<file path="src/rtl/score_display_ctrl.sv">
// score_display_ctrl
//   Converts a 14-bit binary score to 4-digit packed BCD for a multiplexed
//   seven-segment scanner. The conversion uses shift-and-add-3
//   (double dabble) and takes one bit per cycle. A free-running divider
//   produces the scan_tick enable that steps the external digit scanner.
//
//   Optional feature: define LEADING_ZERO_BLANK_EN to blank leading zero
//   digits. The ones digit is never blanked. Without the macro,
//   digit_blank is tied to 0.
//
// Ports
//   clk          system clock, all logic on posedge
//   rst          synchronous active-high reset
//   score[13:0]  binary score, sampled when a start is accepted
//   start        conversion request, accepted only in IDLE
//   busy         high while a conversion is in flight
//   done         one-cycle pulse when digit and digit_blank update
//   digit[15:0]  packed BCD {thousands, hundreds, tens, ones}
//   digit_blank  per-nibble blank mask, 1 = display off
//   scan_tick    one-cycle pulse every SCAN_DIV cycles
module score_display_ctrl #(
  parameter int unsigned SCAN_DIV = 50000
) (
  input  logic        clk,
  input  logic        rst,
  input  logic [13:0] score,
  input  logic        start,
  output logic        busy,
  output logic        done,
  output logic [15:0] digit,
  output logic [3:0]  digit_blank,
  output logic        scan_tick
);

  localparam int unsigned CW = (SCAN_DIV > 1) ? $clog2(SCAN_DIV) : 1;
  localparam logic [CW-1:0] SCAN_LAST = CW'(SCAN_DIV - 1);
  localparam logic [13:0] SCORE_MAX = 14'd9999;

  typedef enum logic [1:0] {IDLE, SHIFT, COMMIT} state_t;

  state_t      state, state_nx;
  logic [13:0] sreg;
  logic [15:0] scratch;
  logic [15:0] adj;
  logic [3:0]  iter;
  // Set on the edge that leaves COMMIT; the outputs load one edge later so
  // digit/done land on the 16th edge after start acceptance.
  logic        commit_pend;
  logic [CW-1:0] scan_cnt;

  // Add 3 to every BCD nibble >= 5 ahead of the shift.
  always_comb begin
    adj = scratch;
    for (int i = 0; i < 4; i++) begin
      if (scratch[4*i +: 4] >= 4'd5)
        adj[4*i +: 4] = scratch[4*i +: 4] + 4'd3;
    end
  end

  // ---------------------------------------------------------------- FSM
  always_ff @(posedge clk) begin
    if (rst) state <= IDLE;
    else     state <= state_nx;
  end

  always_comb begin
    state_nx = state;
    case (state)
      IDLE:    if (start) state_nx = SHIFT;
      SHIFT:   if (iter == 4'd13) state_nx = COMMIT;
      COMMIT:  state_nx = IDLE;
      default: state_nx = IDLE;
    endcase
  end

  assign busy = (state != IDLE);

  // ------------------------------------------------------------ datapath
  always_ff @(posedge clk) begin
    if (rst) begin
      sreg        <= '0;
      scratch     <= '0;
      iter        <= '0;
      commit_pend <= 1'b0;
      digit       <= '0;
      done        <= 1'b0;
    end else begin
      done        <= 1'b0;
      commit_pend <= (state == COMMIT);
      case (state)
        IDLE: begin
          if (start) begin
            sreg    <= (score > SCORE_MAX) ? SCORE_MAX : score;
            scratch <= '0;
            iter    <= '0;
          end
        end
        SHIFT: begin
          {scratch, sreg} <= {adj[14:0], sreg, 1'b0};
          iter            <= iter + 4'd1;
        end
        default: ;
      endcase
      // scratch is untouched until the next accepted start, and a start on
      // this same edge only clears it after this read.
      if (commit_pend) begin
        digit <= scratch;
        done  <= 1'b1;
      end
    end
  end

`ifdef LEADING_ZERO_BLANK_EN
  logic [3:0] blank_nx;

  // Blank a nibble only if it and every nibble above it are zero.
  always_comb begin
    blank_nx    = 4'b0000;
    blank_nx[3] = (scratch[15:12] == 4'd0);
    blank_nx[2] = blank_nx[3] && (scratch[11:8] == 4'd0);
    blank_nx[1] = blank_nx[2] && (scratch[7:4] == 4'd0);
  end

  always_ff @(posedge clk) begin
    if (rst)              digit_blank <= 4'b0000;
    else if (commit_pend) digit_blank <= blank_nx;
  end
`else
  assign digit_blank = 4'b0000;
`endif

  // --------------------------------------------------------- scan divider
  always_ff @(posedge clk) begin
    if (rst)                    scan_cnt <= '0;
    else if (scan_cnt == SCAN_LAST) scan_cnt <= '0;
    else                        scan_cnt <= scan_cnt + 1'b1;
  end

  assign scan_tick = (scan_cnt == SCAN_LAST);

endmodule

</file>
<file path="config.mk">
export PLATFORM = sky130hd
export DESIGN_NAME = score_display_ctrl
export DESIGN_NICKNAME = d
export VERILOG_FILES = /design/src/rtl/score_display_ctrl.sv
export SDC_FILE = /design/constraint.sdc
export NUM_CORES = 1
export LEC_CHECK = 0
export CAP_MARGIN = 0
export CORE_ASPECT_RATIO = 1.5
export CORE_MARGIN = 2
export CORE_UTILIZATION = 35
export CTS_BUF_LIST = sky130_fd_sc_hd__clkbuf_16
export DETAILED_ROUTE_END_ITERATION = 8
export GPL_ROUTABILITY_DRIVEN = 0
export MAX_ROUTING_LAYER = met4
export PLACE_DENSITY_LB_ADDON = 0.1
export SLEW_MARGIN = 25
export SYNTH_ARGS = -nofsm -noshare
export SYNTH_HDL_FRONTEND = slang
export SYNTH_SLANG_ARGS = --single-unit
</file>
<file path="constraint.sdc">
create_clock -name clk -period 3.3 [get_ports clk]
set_input_delay 0.99 -clock clk [delete_from_list [all_inputs] [get_ports clk]]
set_output_delay 0.99 -clock clk [all_outputs]
set_load 0.1 [all_outputs]
</file>
* Word level (Yosys, flattened, before mapping)
Index checks and enable logic that the tools add are counted.
** Cells by class
- Add/subtract/negate cells :: 6
- $lt $le $gt $ge :: 5
- Eq/ne operators :: 6
- Mux-type cells :: 15
- Reduce and logical (&&, ||, !) cells :: 6
** Operators with widths (number)
- $pmux W16 S2 :: 1
- $mux W14 :: 2
- $pmux W14 S2 :: 1
- $add A16 B1 Y16 const B :: 1
- $eq A16 B16 Y1 const B :: 1
- $ge A4 B3 Y1 const B :: 4
- $mux W16 :: 1
- $mux W4 :: 4
- $gt A14 B14 Y1 const B :: 1
- $add A4 B2 Y4 const B :: 3
- $pmux W4 S2 :: 1
- $add A4 B1 Y4 const B :: 1
- $eq A4 B4 Y1 const B :: 1
- $mux W2 :: 2
- $ne A2 B2 Y1 const B :: 2
- $pmux W2 S2 :: 1
- $reduce_and A2 Y1 :: 2
- $reduce_bool A2 Y1 :: 2
- $add A3 B2 Y3 const B :: 1
- $mux W3 :: 1
- $eq A2 B1 Y1 const B :: 1
- $eq A2 B2 Y1 const B :: 1
- $logic_not A2 Y1 :: 1
- $reduce_or A2 Y1 :: 1
- $mux W1 :: 1
** Word-level totals
- Register bits :: 70
- Bits of input ports :: 17
- Output and inout port bits :: 23
- Logic and storage cells :: 46

* Longest topological paths before layout
Gate-level depths: netlist of run 1.
- Word-level depth :: 4
- Mapped depth :: 6
- Mapped depth without buffers :: 6

* Worst setup path before layout of run 1
Ideal clock, no wire load.
- Kind :: register to output
- From :: register scan_cnt[0]
- To :: output scan_tick
- Arrival time :: 1.575 ns
- Required time :: 2.310 ns
- Setup slack :: 0.735 ns
- Cell stages (with the launch flop) :: 4
- Buffers on the path :: 0
- Cells stage by stage :: dfxtp_1 -> ha_1 -> and3_1 -> and4_1
** On the way
- Cells in the longest elaborated chain, start to end :: 1
** RTL lines
- start, declared :: line 49 : logic [CW-1:0] scan_cnt;
- start signal, assigned :: line 136 : else scan_cnt <= scan_cnt + 1'b1;
- $eq A16 B16 Y1 :: line 139 : assign scan_tick = (scan_cnt == SCAN_LAST);
- end, declared :: line 32 : output logic scan_tick
No other way between the ends.

* Worst setup path after layout of run 1
Ends and elaborated chain as after synthesis.

==> results of run 1 <==
## routing by layer
layer,track usage,vias to the layer above
li1,-,1246
met1,0.183,1147
met2,0.244,49
met3,0.0246,14
met4,0.0969,0
met5,-,-
## final timing paths
kind | end | slack [ns] | startpoint
min reg2reg | scan_cnt[0] | 0.46 | scan_cnt[0]
max reg2reg | sreg[6] | 1.44 | state[1]
min | scan_cnt[0] | 0.46 | scan_cnt[0]
max | scan_tick | 0.65 | scan_cnt[0]
## sequential cells by signal (all words and copies together), names as in the netlist
name,cells
digit,16
scan_cnt,16
scratch,16
sreg,14
iter,4
state,2
commit_pend,1
done,1
## area by class of cell
| cell class | count | area [um^2] |
|---|---|---|
| Multi-Input combinational cell | 235 | 1600 |
| Timing Repair Buffer | 37 | 313 |
| Fill cell | 893 | 5050 |
| Inverter | 21 | 78.8 |
| Sequential cell | 70 | 1400 |
| Clock buffer | 9 | 225 |
| Clock inverter | 5 | 21.3 |
| Tap cell | 110 | 138 |
## cells in the final DEF, fill, tap and decap left out, types with 10 or more instances in the layout
master and n:
dfxtp_1 70, nor2_1 60, inv_1 23, buf_4 21, mux2i_1 20, xnor2_1 16
a21oi_1 15, clkdlybuf4s50_1 15, ha_1 11, nand3_1 10
## through the flow
step,area (um^2),hold slack [ns]
after floorplan,3190,0.429
after global placement,3530,0.450
after detailed placement,3530,0.463
after CTS,3770,0.475
after global routing,3770,0.489
final,3770,0.464
## cell families (layout without fill, tap and decap cells)
kind of cell	after synthesis	after routing
and+or+nand+nor	126	126
DFF	70	70
AOI/OAI and AO/OA	51	51
buffers and inverters	41	72
muxes	22	22
xor gates and xnor gates	21	21
adders and majority gates	11	11
other	1	4
## where the power goes
| part | total, mW | internal [mW] | switching [mW] |
|---|---|---|---|
| sequential | 0.879 | 0.865 | 0.0141 |
| clock | 0.817 | 0.488 | 0.329 |
| combinational | 0.139 | 0.0492 | 0.0898 |
| total | 1.83 | 1.40 | 0.433 |
## worst max-delay path, delay by kind of cell (launching register included)
kind	cells	cell delay [ns]
simple gates	2	0.46
flops	1	0.36
buf+inv	1	0.29
fa+ha+maj	1	0.22
==> run summary, run 1 <==
CTS tree = yes
Layout Utilization = 0.428
count of different cell masters after synthesis = 42
simple-gate area share of the yosys netlist = 0.199
die area = 9880 um^2
Worst path max stage delay = 0.36 ns
port buffer count = 35
ranking of synthesized cells by area = dfxtp_1, nor2_1, mux2i_1
Max rail drop VDD = 0.000274 V
top_reg_cell synth = dfxtp_1
pwr/cell area = 486 nW/um^2
Max Freq = 0.377 GHz
Post-Place Worst Slack = 0.555 ns
final hold vios = 0
Die Ht = 121 um
top-count cell post-synth = dfxtp_1
P&R area growth vs syn = 18.7%
antenna viol nets, final = 0
DP Cell Count = 473
Post-CTS Hold Fix Bufs = 0
clock latency on the worst-skew pair = 0.33 ns
max_cap viols = 0
drt first pass iters = 4
mux cell area share after synthesis = 0.0701
vias per cell = 5.04
CTS root buf = clkbuf_16
Leak = 1.43 nW
Wirelength per Cell = 13.7 um
Worst Setup End Kind = primary output
crit path max fanout = 4
Synth Area in Adders = 0.0433
Final Non-Filler Cells = 487
setup_tns = 0 ns
Yosys top cell area share = 0.441
FP Rows = 42
Core Footprint = 8830 um^2
met1 WL = 2910 um
DRT iter0 DRCs = 122
Hold Crit Class = reg -> reg
H-tree depth = 3
largest family of logic cells by synthesized area = simple AND/OR/NAND/NOR gates
WL met3 = 202 um
Worst Setup Start Kind = flip-flop
Slew @ Worst Pin = 0.952 ns
global-route wire length before repair = 11400 um
vias in the first global route = 2377
Post-synth top cells = dfxtp_1, nor2_1, inv_1, mux2i_1, xnor2_1
CP Data Arrival Time = 1.66 ns
CTS sink count = 70
final wirelength = 6670 um
total track usage = 0.156
I/O Pins = 40
fin crit share = 0.803
post-CTS sizing = 0
metal2 WL = 3370 um
DRC errors left = 0
CTS Buf Count = 9
Power Total = 1.83 mW
clock-pin transition on the worst setup and hold timing paths = 0.05 ns
critical path required time = 2.31 ns
flops & latches, synth = 70
final-report max-slew violation count = 0
Clock Path Buffers = 2
unrepaired setup endpoints after global routing = no
layout cell share with drive strength beyond 1 = 0.127
routed vias = 2456
placed wire-length estimate = 4500 um
clk_skew = 0.00313 ns
status = finished clean
ANT cells = 0
Congestion Overflow GR = 0
sequential fraction of the synthesis area = 0.441
largest net degree at the start of global routing = 32
initial antenna violation count = 0
Post-Synthesis Cells = 343
final setup fails = 0
Final WS setup = 0.651 ns
asr flop ratio synth = 0
slowest CP cell = dfxtp_1
worst hold stages = 1
Die Wd = 81.8 um
Starting Density = 0.360
XOR/XNOR Fraction of Synth Area = 0.0579
# Post-CTS Setup Buffers = 0
Post-Syn Area = 3180 um^2
synth warn = 0
minimum clock period = 2.65 ns
Slew headroom = 0.364
syn_area_per_cell = 9.27 um^2
Top Layer Used = met4
number of synthesized flops with an enable pin = 0
worst reg-to-reg path cell count = 3
crit path cell chain = ha_1 -> and3_1 -> and4_1 -> buf_4
worst setup path category = reg -> out
Compound-Gate Fraction of Synth Area = 0.128
post-synth top area cell = dfxtp_1
Total Nets Final = 402
Power figures use the tool's default switching activity.
==> run 2: changes to the inputs <==
Clock period 3.3 ns to 2.4 ns, I/O delays scaled along.
==> run summary, run 2 (same netlist as run 1, synthesis figures left out) <==
antenna viol nets, final = 0 (unchanged)
I/O Pins = 40 (unchanged)
Worst path max stage delay = 0.37 ns (about the same)
Core Footprint = 8830 um^2 (unchanged)
minimum clock period = 2.33 ns
Die Wd = 81.8 um (unchanged)
RR Endpoint = scan_cnt[12]
Slew @ Worst Pin = 0.536 ns (-0.416 ns)
placed wire-length estimate = 4690 um (+4.2%)
Min-Delay Endpoint = scan_cnt[0]
Reg power frac = 0.451 (-0.028)
Worst Setup Start Kind = flip-flop
Slew headroom = 0.643 (+0.278)
final hold vios = 0 (unchanged)
GR Layer Usage met2 = 0.247 (+0.00356)
largest net degree at the start of global routing = 22 (-31%)
met1 Use GR = 0.183 (+0.000758)
critical path required time = 1.68 ns (-0.63 ns)
global-route wire length before repair = 11600 um (+1.8%)
power share of the combinational group = 0.079 (+0.003)
DRT iter0 DRCs = 109 (-11%)
Post-CTS Hold Fix Bufs = 0 (unchanged)
initial antenna violation count = 0 (unchanged)
ANT cells = 0 (unchanged)
Die Ht = 121 um (unchanged)
port buffer count = 35 (unchanged)
setup_tns = 0 ns (unchanged)
Clk pwr share = 0.470 (+0.025)
clk_skew = 0.00430 ns (+0.00117 ns)
GRT met3 Usage = 0.0246 (unchanged)
Max rail drop VDD = 0.000409 V (+49%)
total track usage = 0.156 (+0.000465)
# Post-CTS Setup Buffers = 0 (unchanged)
Worst Setup End Kind = primary output
clock-pin transition on the worst setup and hold timing paths = 0.06 ns (about the same)
crit path cell chain = ha_1 -> and3_1 -> and4_4 -> buf_12
routed vias = 2503 (+1.9%)
fin crit share = 0.970
P_int = 2.06 mW (+47%)
Hold Crit Class = reg -> reg
CTS tree = yes
max_cap viols = 0 (unchanged)
final wirelength = 6770 um (+1.5%)
slowest CP cell = dfxtp_1
final setup fails = 0 (unchanged)
drt first pass iters = 4 (unchanged)
crit path max fanout = 4 (unchanged)
Leak = 1.52 nW (+6.2%)
P&R area growth vs syn = 24.1%
DRC errors left = 0 (unchanged)
worst hold stages = 1 (unchanged)
Top Registers = digit x16, scan_cnt x16, scratch x16
HP Start = scan_cnt[0]
Wirelength per Cell = 13.5 um (-1.3%)
Reg area = 1400 um^2 (unchanged)
Starting Density = 0.360 (unchanged)
sw frac = 0.231 (-0.00496)
layout cell share with drive strength beyond 1 = 0.164 (+0.0364)
# fillers = 871 (-2.5%)
leading cell type in the layout, fill and taps excluded = dfxtp_1
worst reg-to-reg path cell count = 4 (+1)
worst setup path category = reg -> out
die area = 9880 um^2 (unchanged)
multi-input combinational cell area = 1610 um^2 (+0.55%)
final-report max-slew violation count = 0 (unchanged)
most frequent cells in the layout = dfxtp_1, nor2_1, buf_4
Power Total = 2.68 mW (+46%)
R2R setup slack = 0.78 ns (-0.66 ns)
Max Freq = 0.430 GHz
CTS root buf = clkbuf_16
CTS Buf Count = 9 (unchanged)
H-tree depth = 3 (unchanged)
RR Startpoint = scan_cnt[0]
vias per cell = 5.00 (-0.93%)
Total Nets Final = 414 (+3.0%)
Clock Path Buffers = 2 (unchanged)
Congestion Overflow GR = 0 (unchanged)
CTS sink count = 70 (unchanged)
CP Data Arrival Time = 1.61 ns (-0.05 ns)
GRT busiest layer = met2
vias in the first global route = 2490 (+4.8%)
FP Rows = 42 (unchanged)
clock latency on the worst-skew pair = 0.33 ns (about the same)
status = finished clean
switching power = 0.619 mW (+43%)
pwr/cell area = 679 nW/um^2 (+40%)
unrepaired setup endpoints after global routing = no
run 2: repair_timing:
| action | CTS | global route |
|---|---|---|
| hold endpoints to repair | 0 | 0 |
| gates resized for setup | 0 | 2 |
| setup endpoints to repair | 0 | 1 |
run 2: worst max-delay path by stage:
stage                startpoint        end  slack, ns  cells past startpoint
floorplan           scan_cnt[0]  scan_tick       0.10                      3
global placement       score[7]    sreg[8]       0.12                      6
detailed placement     score[7]    sreg[8]       0.09                      6
CTS                 scan_cnt[0]  scan_tick       0.03                      4
global route        scan_cnt[0]  scan_tick      0.001                      4
finish              scan_cnt[0]  scan_tick       0.07                      4
run 2: power groups by stage:
stage                     Combinational, mW  Sequential, mW  Clock, mW
after global routing                  0.234            1.21       1.35
after global placement                0.213            1.23          0
after detailed placement              0.215            1.23          0
after floorplan                       0.146            1.23          0
after CTS                             0.215            1.21       1.30
final                                 0.212            1.21       1.26
run 2: layer usage:
metal  vias up  wire length, um
li1       1275                -
met1      1161             3100
met2        51             3270
met3        16              209
met4         0              195
met5         -                0
run 2: critical path: cells and delay by family (launching register included):
kind,cells,cell delay [ns]
fa+ha+maj,1,0.22
buf+inv,1,0.17
flops,1,0.37
simple gates,2,0.52
run 2: layout make-up:
| type | instances | share of cell area |
|---|---|---|
| well taps | 110 | 0.0349 |
| multi-input cells | 235 | 0.407 |
| flip-flops and latches | 70 | 0.355 |
| clock buffers | 9 | 0.0571 |
| inverters | 21 | 0.0200 |
| clock inverters | 7 | 0.0143 |
| repair buffers | 49 | 0.112 |
run 2: metrics by stage:
step                      cells  worst slack [ns]  hold WS [ns]  area [um^2]   util
final                       501            0.0721         0.463         3950  0.447
after global routing        501           0.00132         0.509         3950  0.447
after floorplan             346             0.105         0.429         3190      -
after CTS                   501            0.0305         0.468         3940  0.446
after detailed placement    485            0.0877         0.454         3660  0.414
after global placement      485             0.122         0.449         3660  0.414
==> run 3: changes to the inputs <==
Settings changed: ABC_CLOCK_PERIOD_IN_PS from default to 2400.
==> results of run 3 <==
No change in the layout: final DEF, timing and power equal those of run 2.
